[config.mk]
export PLATFORM = sky130hd
export DESIGN_NAME = cattrap_game_ctrl
export DESIGN_NICKNAME = d
export VERILOG_FILES = /design/src/rtl/cattrap_game_ctrl.sv
export SDC_FILE = /design/constraint.sdc
export NUM_CORES = 1
export LEC_CHECK = 0
export ABC_AREA = 1
export BUFFER_PORTS_ARGS = -buffer_cell sky130_fd_sc_hd__buf_2
export CORE_MARGIN = 2
export CORE_UTILIZATION = 30
export CTS_CLUSTER_SIZE = 28
export DETAILED_ROUTE_END_ITERATION = 10
export GPL_ROUTABILITY_DRIVEN = 1
export GPL_TIMING_DRIVEN = 0
export PLACE_DENSITY = 0.54
export REMOVE_ABC_BUFFERS = 1
export SETUP_SLACK_MARGIN = 0.3
export SYNTH_ARGS = -nofsm -noshare
export SYNTH_HDL_FRONTEND = slang
export SYNTH_SLANG_ARGS = --single-unit
export TNS_END_PERCENT = 1
[constraint.sdc]
create_clock -name clk -period 5.87 [get_ports clk]
set_clock_uncertainty 0.15 [all_clocks]
set_input_delay 1.174 -clock clk [delete_from_list [all_inputs] [get_ports clk]]
set_output_delay 1.174 -clock clk [all_outputs]
set_load 0.01 [all_outputs]
[src/rtl/cattrap_game_ctrl.sv]
// cattrap_game_ctrl: game sequencer for the 8x8 CatTrap board. It owns the
// blocked map, the cat position and the player cursor, and runs the
// START -> PLAY -> LOSE/WIN flow from debounced button levels.
// Button events are registered, so an event acts one edge after its level is first sampled.
// Latency: a confirm placement resolves the cat move 7 edges after the BtnC level is first sampled.
// Backpressure: none. Button events that arrive while a turn is being resolved are dropped.
// Ports:
//   clk, rst_n                 clock and synchronous active-low reset
//   BtnC/BtnU/BtnD/BtnL/BtnR   debounced button levels (confirm, up, down, left, right)
//   rd_row, rd_col             renderer cell query
//   rd_cell, rd_cursor         combinational query result (0 free, 1 blocked, 2 cat) and cursor hit
//   game_state                 0 START, 1 PLAY, 2 LOSE, 3 WIN
//   cat_row/cat_col, cur_row/cur_col, move_count   board status
// Optional feature macro: CATTRAP_PREBLOCK_EN. When it is defined, random pre-blocking runs
// on START -> PLAY.
module cattrap_game_ctrl #(
  parameter int unsigned CAT_START_ROW = 3,
  parameter int unsigned CAT_START_COL = 3,
`ifdef CATTRAP_PREBLOCK_EN
  parameter int unsigned NUM_PREBLOCK  = 6,
`endif
  parameter logic [15:0] LFSR_SEED     = 16'hACE1
) (
  input  logic       clk,
  input  logic       rst_n,
  input  logic       BtnC,
  input  logic       BtnU,
  input  logic       BtnD,
  input  logic       BtnL,
  input  logic       BtnR,
  input  logic [2:0] rd_row,
  input  logic [2:0] rd_col,
  output logic [1:0] rd_cell,
  output logic       rd_cursor,
  output logic [1:0] game_state,
  output logic [2:0] cat_row,
  output logic [2:0] cat_col,
  output logic [2:0] cur_row,
  output logic [2:0] cur_col,
  output logic [6:0] move_count
);

  typedef enum logic [2:0] {
    S_START     = 3'd0,
    S_PLAY_WAIT = 3'd1,
    S_PLACE     = 3'd2,
    S_CAT_EVAL  = 3'd3,
    S_CAT_MOVE  = 3'd4,
    S_LOSE      = 3'd5,
    S_WIN       = 3'd6,
    S_PREBLOCK  = 3'd7
  } state_e;

  localparam logic [2:0] CAT_R0 = 3'(CAT_START_ROW);
  localparam logic [2:0] CAT_C0 = 3'(CAT_START_COL);

  state_e      state_q, state_d;
  logic [63:0] blocked_q, blocked_d;
  logic [2:0]  cat_row_q, cat_row_d, cat_col_q, cat_col_d;
  logic [2:0]  cur_row_q, cur_row_d, cur_col_q, cur_col_d;
  logic [6:0]  move_count_q, move_count_d;
  logic [15:0] lfsr_q;
  logic [4:0]  btn_prev_q, btn_evt_q;   // {C, U, D, L, R}
  logic [1:0]  k_q, k_d;
  logic        best_vld_q, best_vld_d;
  logic [2:0]  best_row_q, best_row_d, best_col_q, best_col_d;
  logic [2:0]  best_dist_q, best_dist_d;
`ifdef CATTRAP_PREBLOCK_EN
  logic [7:0]  pb_cnt_q, pb_cnt_d, pb_cyc_q, pb_cyc_d;
`endif

  logic [4:0]  btn_lvl;
  logic        evt_c, evt_u, evt_d, evt_l, evt_r;
  logic [5:0]  cat_idx, cur_idx;
  logic [2:0]  nb_row, nb_col, nb_dist;
  logic        nb_better;

  assign btn_lvl = {BtnC, BtnU, BtnD, BtnL, BtnR};
  assign {evt_c, evt_u, evt_d, evt_l, evt_r} = btn_evt_q;
  assign cat_idx = {cat_row_q, cat_col_q};
  assign cur_idx = {cur_row_q, cur_col_q};

  function automatic logic [2:0] edge_dist(input logic [2:0] r, input logic [2:0] c);
    logic [2:0] m;
    m = r;
    if (c < m)           m = c;
    if ((3'd7 - r) < m)  m = 3'd7 - r;
    if ((3'd7 - c) < m)  m = 3'd7 - c;
    return m;
  endfunction

  // Neighbour examined in evaluation step k: Up, Left, Down, Right.
  // The cat is interior whenever this is used, so no bounds handling is needed.
  always_comb begin
    nb_row = cat_row_q;
    nb_col = cat_col_q;
    case (k_q)
      2'd0:    nb_row = cat_row_q - 3'd1;
      2'd1:    nb_col = cat_col_q - 3'd1;
      2'd2:    nb_row = cat_row_q + 3'd1;
      default: nb_col = cat_col_q + 3'd1;
    endcase
  end

  assign nb_dist   = edge_dist(nb_row, nb_col);
  // Strictly-smaller compare keeps the earliest neighbour on ties.
  assign nb_better = !blocked_q[{nb_row, nb_col}] && (!best_vld_q || (nb_dist < best_dist_q));

  always_comb begin
    state_d      = state_q;
    blocked_d    = blocked_q;
    cat_row_d    = cat_row_q;
    cat_col_d    = cat_col_q;
    cur_row_d    = cur_row_q;
    cur_col_d    = cur_col_q;
    move_count_d = move_count_q;
    k_d          = k_q;
    best_vld_d   = best_vld_q;
    best_row_d   = best_row_q;
    best_col_d   = best_col_q;
    best_dist_d  = best_dist_q;
`ifdef CATTRAP_PREBLOCK_EN
    pb_cnt_d     = pb_cnt_q;
    pb_cyc_d     = pb_cyc_q;
`endif

    case (state_q)
      S_START: begin
        if (evt_c) begin
`ifdef CATTRAP_PREBLOCK_EN
          state_d = S_PREBLOCK;
`else
          state_d = S_PLAY_WAIT;
`endif
        end
      end

`ifdef CATTRAP_PREBLOCK_EN
      S_PREBLOCK: begin
        pb_cyc_d = pb_cyc_q + 8'd1;
        if (!blocked_q[lfsr_q[5:0]] && (lfsr_q[5:0] != cat_idx)) begin
          blocked_d[lfsr_q[5:0]] = 1'b1;
          pb_cnt_d = pb_cnt_q + 8'd1;
        end
        if ((pb_cnt_d == 8'(NUM_PREBLOCK)) || (pb_cyc_q == 8'(4 * NUM_PREBLOCK - 1))) begin
          state_d = S_PLAY_WAIT;
        end
      end
`endif

      S_PLAY_WAIT: begin
        // Confirm outranks any direction event in the same cycle.
        if (evt_c) begin
          if (!blocked_q[cur_idx] && (cur_idx != cat_idx)) begin
            state_d = S_PLACE;
          end
        end else if (evt_u) begin
          if (cur_row_q != 3'd0) cur_row_d = cur_row_q - 3'd1;
        end else if (evt_d) begin
          if (cur_row_q != 3'd7) cur_row_d = cur_row_q + 3'd1;
        end else if (evt_l) begin
          if (cur_col_q != 3'd0) cur_col_d = cur_col_q - 3'd1;
        end else if (evt_r) begin
          if (cur_col_q != 3'd7) cur_col_d = cur_col_q + 3'd1;
        end
      end

      S_PLACE: begin
        blocked_d[cur_idx] = 1'b1;
        if (move_count_q != 7'd127) move_count_d = move_count_q + 7'd1;
        k_d        = 2'd0;
        best_vld_d = 1'b0;
        state_d    = S_CAT_EVAL;
      end

      S_CAT_EVAL: begin
        k_d = k_q + 2'd1;
        if (nb_better) begin
          best_vld_d  = 1'b1;
          best_row_d  = nb_row;
          best_col_d  = nb_col;
          best_dist_d = nb_dist;
        end
        if (k_q == 2'd3) begin
          state_d = (best_vld_q || nb_better) ? S_CAT_MOVE : S_WIN;
        end
      end

      S_CAT_MOVE: begin
        cat_row_d = best_row_q;
        cat_col_d = best_col_q;
        if ((best_row_q == 3'd0) || (best_row_q == 3'd7) ||
            (best_col_q == 3'd0) || (best_col_q == 3'd7)) begin
          state_d = S_LOSE;
        end else begin
          state_d = S_PLAY_WAIT;
        end
      end

      S_LOSE, S_WIN: begin
        if (evt_c) state_d = S_START;
      end

      default: state_d = S_START;
    endcase

    // Clearing on entry as well as while resident means the board reads
    // empty on the very edge a finished game returns to START.
    if (state_d == S_START) begin
      blocked_d    = '0;
      cat_row_d    = CAT_R0;
      cat_col_d    = CAT_C0;
      cur_row_d    = 3'd0;
      cur_col_d    = 3'd0;
      move_count_d = 7'd0;
`ifdef CATTRAP_PREBLOCK_EN
      pb_cnt_d     = 8'd0;
      pb_cyc_d     = 8'd0;
`endif
    end
  end

  always_ff @(posedge clk) begin
    if (!rst_n) begin
      state_q      <= S_START;
      blocked_q    <= '0;
      cat_row_q    <= CAT_R0;
      cat_col_q    <= CAT_C0;
      cur_row_q    <= 3'd0;
      cur_col_q    <= 3'd0;
      move_count_q <= 7'd0;
      lfsr_q       <= LFSR_SEED;
      btn_prev_q   <= 5'd0;
      btn_evt_q    <= 5'd0;
      k_q          <= 2'd0;
      best_vld_q   <= 1'b0;
      best_row_q   <= 3'd0;
      best_col_q   <= 3'd0;
      best_dist_q  <= 3'd0;
`ifdef CATTRAP_PREBLOCK_EN
      pb_cnt_q     <= 8'd0;
      pb_cyc_q     <= 8'd0;
`endif
    end else begin
      state_q      <= state_d;
      blocked_q    <= blocked_d;
      cat_row_q    <= cat_row_d;
      cat_col_q    <= cat_col_d;
      cur_row_q    <= cur_row_d;
      cur_col_q    <= cur_col_d;
      move_count_q <= move_count_d;
      // Fibonacci LFSR, taps 16,15,13,4; free-running in every state.
      lfsr_q       <= {lfsr_q[14:0], lfsr_q[15] ^ lfsr_q[14] ^ lfsr_q[12] ^ lfsr_q[3]};
      btn_prev_q   <= btn_lvl;
      btn_evt_q    <= btn_lvl & ~btn_prev_q;
      k_q          <= k_d;
      best_vld_q   <= best_vld_d;
      best_row_q   <= best_row_d;
      best_col_q   <= best_col_d;
      best_dist_q  <= best_dist_d;
`ifdef CATTRAP_PREBLOCK_EN
      pb_cnt_q     <= pb_cnt_d;
      pb_cyc_q     <= pb_cyc_d;
`endif
    end
  end

  always_comb begin
    case (state_q)
      S_START: game_state = 2'd0;
      S_LOSE:  game_state = 2'd2;
      S_WIN:   game_state = 2'd3;
      default: game_state = 2'd1;
    endcase
  end

  assign rd_cell    = ({rd_row, rd_col} == cat_idx) ? 2'd2 : {1'b0, blocked_q[{rd_row, rd_col}]};
  assign rd_cursor  = ({rd_row, rd_col} == cur_idx);
  assign cat_row    = cat_row_q;
  assign cat_col    = cat_col_q;
  assign cur_row    = cur_row_q;
  assign cur_col    = cur_col_q;
  assign move_count = move_count_q;

endmodule

# Word-level counts from Yosys, hierarchy flattened
# Cells that the tools add are included.
# Widths: inputs -> output; s select.
# totals
regBits	108
latch_bits	0
ram_bits	0
romBits	0
output_inout_bits	24
word_cells	126
n_memories	0
# op_classes
n_addsub	12
mul	0
n_div	0
order_cmp	8
eq_ne	20
shift	0
n_mux	34
n_bitwise	7
n_reduce_logical	31
# op_table
cell	count
$or 64x64->64	1
$mux 3	17
$lt 6x7->1 const B	3
$bmux 1 s6	3
$pmux 3 s6	1
$eq 3x3->1 const B	5
$add 3x1->3 const B	4
$eq 6x6->1	2
$logic_not 3->1	4
$lt 3x3->1	4
$pmux 3 s2	2
$sub 3x1->3 const B	4
$reduce_bool 2->1	5
$add 7x1->7 const B	1
$ne 7x7->1 const B	1
$reduce_and 7->1	1
$demux 1 s6	1
$eq 3x2->1 const B	2
$ge 6x1->1 const B	1
$ne 3x3->1 const B	2
$ne 6x6->1	1
$pmux 2 s3	1
$reduce_and 2->1	3
$reduce_bool 3->1	2
other kinds (20)	41

# Longest topological paths before layout
# logic_depth
depth_word	18
mapped_depth	36
depth_no_buf	35

# Least setup slack after synthesis
# Ideal clock, no wire load.
# synth_path
path_type	reg2reg
from	reg k_q[0]
to	reg best_col_q[2]
setup_ns	0.113
t_arrival_ns	4.127
path_slack_ns	1.480
stages_incl_launch_ff	34
n_path_buf	1
path_cell_list	dfxtp_1 > inv_1 > ha_1 > fa_1 > o21ai_1 > inv_1 > ha_1 > a21oi_2 > nand2_1 > nand2_2 > nand2_1 > nand2_1 > nand2_1 > nand3_2 > nand2_2 > o211ai_1 > o21ai_0 > ha_1 > nand2_1 > inv_1 > nand2_2 > nand2_2 > nor2_1 > a21oi_1 > ha_1 > nand2_1 > inv_1 > nand2_1 > nand2_1 > nand2_2 > nand2_2 > buf_6 > nor2_1 > nor2_1
# synth_between
elab_chain_cells	13
# synth_rtl
item	line	text
start: declaration	64	logic [1:0] k_q, k_d;
start signal: assignment	256	k_q <= k_d;
$eq 2x2->1 or $logic_not 2->1 (tied branches)	97	case (k_q)
$reduce_or 2->1 (no line)	--	
$pmux 3 s2	97	
$lt 3x3->1	86	if (c < m) m = c;
$mux 3	86	
$lt 3x3->1	87	if ((3'd7 - r) < m) m = 3'd7 - r;
$mux 3	87	
$lt 3x3->1	88	if ((3'd7 - c) < m) m = 3'd7 - c;
$mux 3 (*)	88	
named net nb_dist[1]	75	logic [2:0] nb_row, nb_col, nb_dist;
$lt 3x3->1 (*)	107	assign nb_better = !blocked_q[{nb_row, nb_col}] && (!best_vld_q || (nb_dist < best_dist_q));
$logic_or 1x1->1 (*)	107	
$logic_and 1x1->1 (*)	107	
$reduce_and 2->1 (no line) (*)	--	
end signal: assignment	259	best_col_q <= best_col_d;
end: declaration	66	logic [2:0] best_row_q, best_row_d, best_col_q, best_col_d;
# Mark *: on every way through the listed nets, which the timed path passes. The rest lies on a longest branch. The select of a mux whose other input is x is not followed.
# A chain may end at the register's enable or synchronous reset.

# Worst setup path in the final report
# layout_path
from	in rd_col[0]
to	out rd_cell[0]
# layout_between
elab_chain_cells	3
# layout_rtl
item	line	text
start: declaration	32	input logic [2:0] rd_col,
$bmux 1 s6	277	assign rd_cell = ({rd_row, rd_col} == cat_idx) ? 2'd2 : {1'b0, blocked_q[{rd_row, rd_col}]};
$mux 1 (implied by the code)	277	
$mux 2 (*)	277	
end: declaration	33	output logic [1:0] rd_cell,
# Mark *: on every way between the ends. The rest lies on a longest branch, timed or not. The select of a mux whose other input is x is not followed.

==> parameters.txt <==
Parameter                              Value

Status
  Outcome    finished, final reports clean

Setup path
  Max FO, Critical Path    36
  Cell with the biggest individual delay on the critical path    clkinvlp_4
  Crit start category    input pin
  Worst path bufs/invs    3
  Crit path depth    9
  Cell chain of the critical path    buf_2 > clkinvlp_4 > a21oi_1 > o21ai_0 > o211ai_1 > a31oi_1 > a221o_1 > a21oi_1 > buf_2
  Highest cell delay on the worst timing path    slightly below 0.8 ns
  Reg-to-reg startpoint    k_q[0]
  Setup crit end kind    output pin
  Worst path arrival time    4.00 ns
  Required @ worst endpoint    between 4 and 5 ns
  Crit path from    rd_col[0]
  Cell count of the worst reg-to-reg path    33
  Critical path class    in -> out
  CP top delay family    buffers and inverters

Global routing
  Global-route wire length before repair    approximately 34,000 um
  Largest net degree at the start of global routing    71
  Tot GR Track Use    roughly 20%
  Gr ovfl total    0
  Number of antenna violations at the first check in global routing    0
  Via count of the first global-routing pass    between 5,000 and 6,000

CTS
  Root buffer cell    clkbuf_16
  TritonCTS clock tree    built
  Clock insertion delay at the later pin of the skew report    approximately 0.36 ns
  CTS H-Tree Depth    3
  Hold buffers post-CTS    0
  Longest Clk Path Bufs    2
  TritonCTS buffer count    9
  Post-CTS clock slew at the launch and capture registers of the worst setup and hold paths    ~0.080 ns
  Number of buffers inserted by post-CTS setup repair    0
  # clock sinks    approximately 110

Routing
  Detailed-router iteration count before antenna repair    5
  Average wire per cell in the routed design    18.03 um
  Number of remaining DRC errors    0
  Antenna-violating nets left    0
  First DRT Iteration DRCs    687
  Overall via count from detail_route    6,548
  Vias per Instance    5.302
  Total Wirelength    about 22,000 um

Synth
  Combined area of all synthesized cells    6290 sq um
  Syn Area/Cell    6.628 sq um
  Main synth FF type    dfxtp_1
  Register bit total from synthesis    108
  Synth unique cells    between 40 and 50
  Count of flip-flops with a built-in enable after synthesis    0
  Yosys synthesis warning count    0
  Syn Inst Count    roughly 950
  Async set-reset flop share out of synthesis    0%
  Post-synthesis sequential area ratio    around 34%

Die
  Die area    between 20,000 and 25,000 sq um
  Number of rows created at floorplan    52
  I/O pin count    37
  Die Span X    roughly 150 um
  Initial standard-cell utilization of the core    a little under a third
  Core footprint    approximately 20,000 sq um
  Overall die height    ~150 um

Timing
  Slew at the pin closest to its max-slew limit    1.308 ns
  Final worst-path cycle share    between 90% and 100%
  Final hold viol count    0
  Peak Freq    roughly 190 MHz
  Unrepaired setup endpoints after global routing    true
  Relative max-transition margin    between 10% and 20%
  Clock period minus final worst setup slack    5.320 ns
  Final Max Tran Viols    0
  Final-layout setup total negative slack    0 ns
  Final setup fails    0

Placement
  Post-detailed-placement half-perimeter wirelength    about 15,000 um
  Quantity of I/O buffers inserted on ports    36
  Placer congestion estimate    ~0.89

Final layout
  Fraction of layout instances using a drive strength above 1    around a tenth
  Antenna cells    0
  Layout overhead on the synthesized area    11.32%
  Net count, final    987
  Final core area utilization    between 30% and 40%

Pwr
  Static leakage    0.002560 uW
  Worst ir drop on vdd    between 0.1 and 0.15 mV
  Total power per unit cell area    216.0 nW/um^2

Hold path
  Hold Crit Depth    1
  Worst Hold Class    reg -> reg
  Hold_sp    btn_prev_q[4]

Job
  Max-cap check violation count    0
layer usage:
metal | vias to the layer above | routed length, um | track usage (%)
li1 | 3210 | - | -
met3 | 43 | 1718 | 4.037
met2 | 258 | 9856 | 31.50
met5 | - | 0 | 0
met4 | 0 | 628 | 7.905
met1 | 3037 | 10060 | 27.47
Yosys cell counts, drive strengths merged, types with 4 or more instances:
cell | instances | area, sq um
nand3 | 67 | 350.3
nor4 | 4 | 25.02
dfxtp | 108 | 2162
a21oi | 103 | 519.3
ha | 10 | 125.1
o221ai | 9 | 78.83
nand2 | 169 | 676.9
inv | 101 | 379.1
nand4 | 9 | 56.30
o22ai | 12 | 75.07
buf | 25 | 132.6
o21ai | 62 | 314.0
a221oi | 9 | 78.83
nor3 | 16 | 85.08
clkbuf | 14 | 52.55
o211ai | 32 | 240.2
fa | 4 | 80.08
clkinv | 4 | 15.01
xor2 | 7 | 61.31
nor2 | 163 | 621.9
registers in the layout, summed over array words and instances, names as in the netlist:
| register | flops |
|---|---|
| cur_row | 3 |
| best_row_q | 3 |
| btn_evt_q | 5 |
| best_dist_q | 3 |
| state_q | 3 |
| cat_col | 3 |
| btn_prev_q | 5 |
| k_q | 2 |
| cat_row | 3 |
| move_count | 7 |
| best_vld_q | 1 |
| blocked_q | 64 |
| best_col_q | 3 |
| cur_col | 3 |
repair_timing:
action	CTS	global route
setup endpoints to repair	0	10
endpoints found under the hold margin	0	0
gates resized for setup	0	1
metrics by stage:
step           hold slack [ns]  area, sq um  setup WS [ns]  std cells  power, uW
2_1_floorplan           0.2181         6105          1.225        910      826.8
3_3_place_gp            0.2208         6623        -0.3202       1216      872.1
3_5_place_dp            0.2254         6689         0.3153       1219      878.6
4_1_cts                 0.2368         6998         0.3193       1235       1526
5_1_grt                 0.2527         7002         0.1721       1235       1568
6_report                0.2334         7002         0.5500       1235       1512
where the power goes:
part	internal (uW)	leakage, uW	switching, uW
sequential	737	0.000872	4.90
combinational	34.2	0.00154	86.2
clock	338	0.000148	311
total	1110	0.00256	402
cell type report:
cell class | count | area, sq um
repair buffers | 39 | 227.7
flip-flops and latches | 108 | 2162
clock buffers | 9 | 225.2
multi-input cells | 697 | 3567
well taps | 270 | 337.8
fillers | 2307 | 13430
inverters | 105 | 397.9
clock inverters | 7 | 83.83
worst paths after layout:
path	endpoint	slack, ns
setup reg to reg	best_row_q[2]	0.60
hold reg to reg	btn_evt_q[4]	0.23
setup / recovery	rd_cell[0]	0.55
hold / removal	btn_evt_q[4]	0.23
cells by family (layout without fill, tap and decap cells):
kind of cell / Yosys count / after routing / synth area share, %
fa+ha+maj: 14 / 14 / 3.262
compound gates: 238 / 238 / 22.22
flops: 108 / 108 / 34.37
buf+inv: 144 / 160 / 9.210
simple gates: 434 / 434 / 29.56
other cells: 2 / 2 / 0.1194
xor+xnor: 9 / 9 / 1.253
cells in the final DEF, fill, tap and decap left out, types with 3 or more instances in the layout:
cell type and instances:
inv_1 95, nand4_1 9, nand2_1 154, clkinv_1 3, a221oi_1 9, clkbuf_16 9
inv_2 6, nand3_1 64, ha_1 10, nor3_2 3, nor4_1 4, fa_1 4
clkinv_4 3, nor2_1 161, nand3_2 3, o211ai_1 32, dfxtp_1 108, xor2_1 7
nand2_2 13, buf_2 37, o21ai_0 58, o22ai_1 12, nor3_1 13, a21oi_1 102
o221ai_1 9
Power figures use the tool's default switching activity.
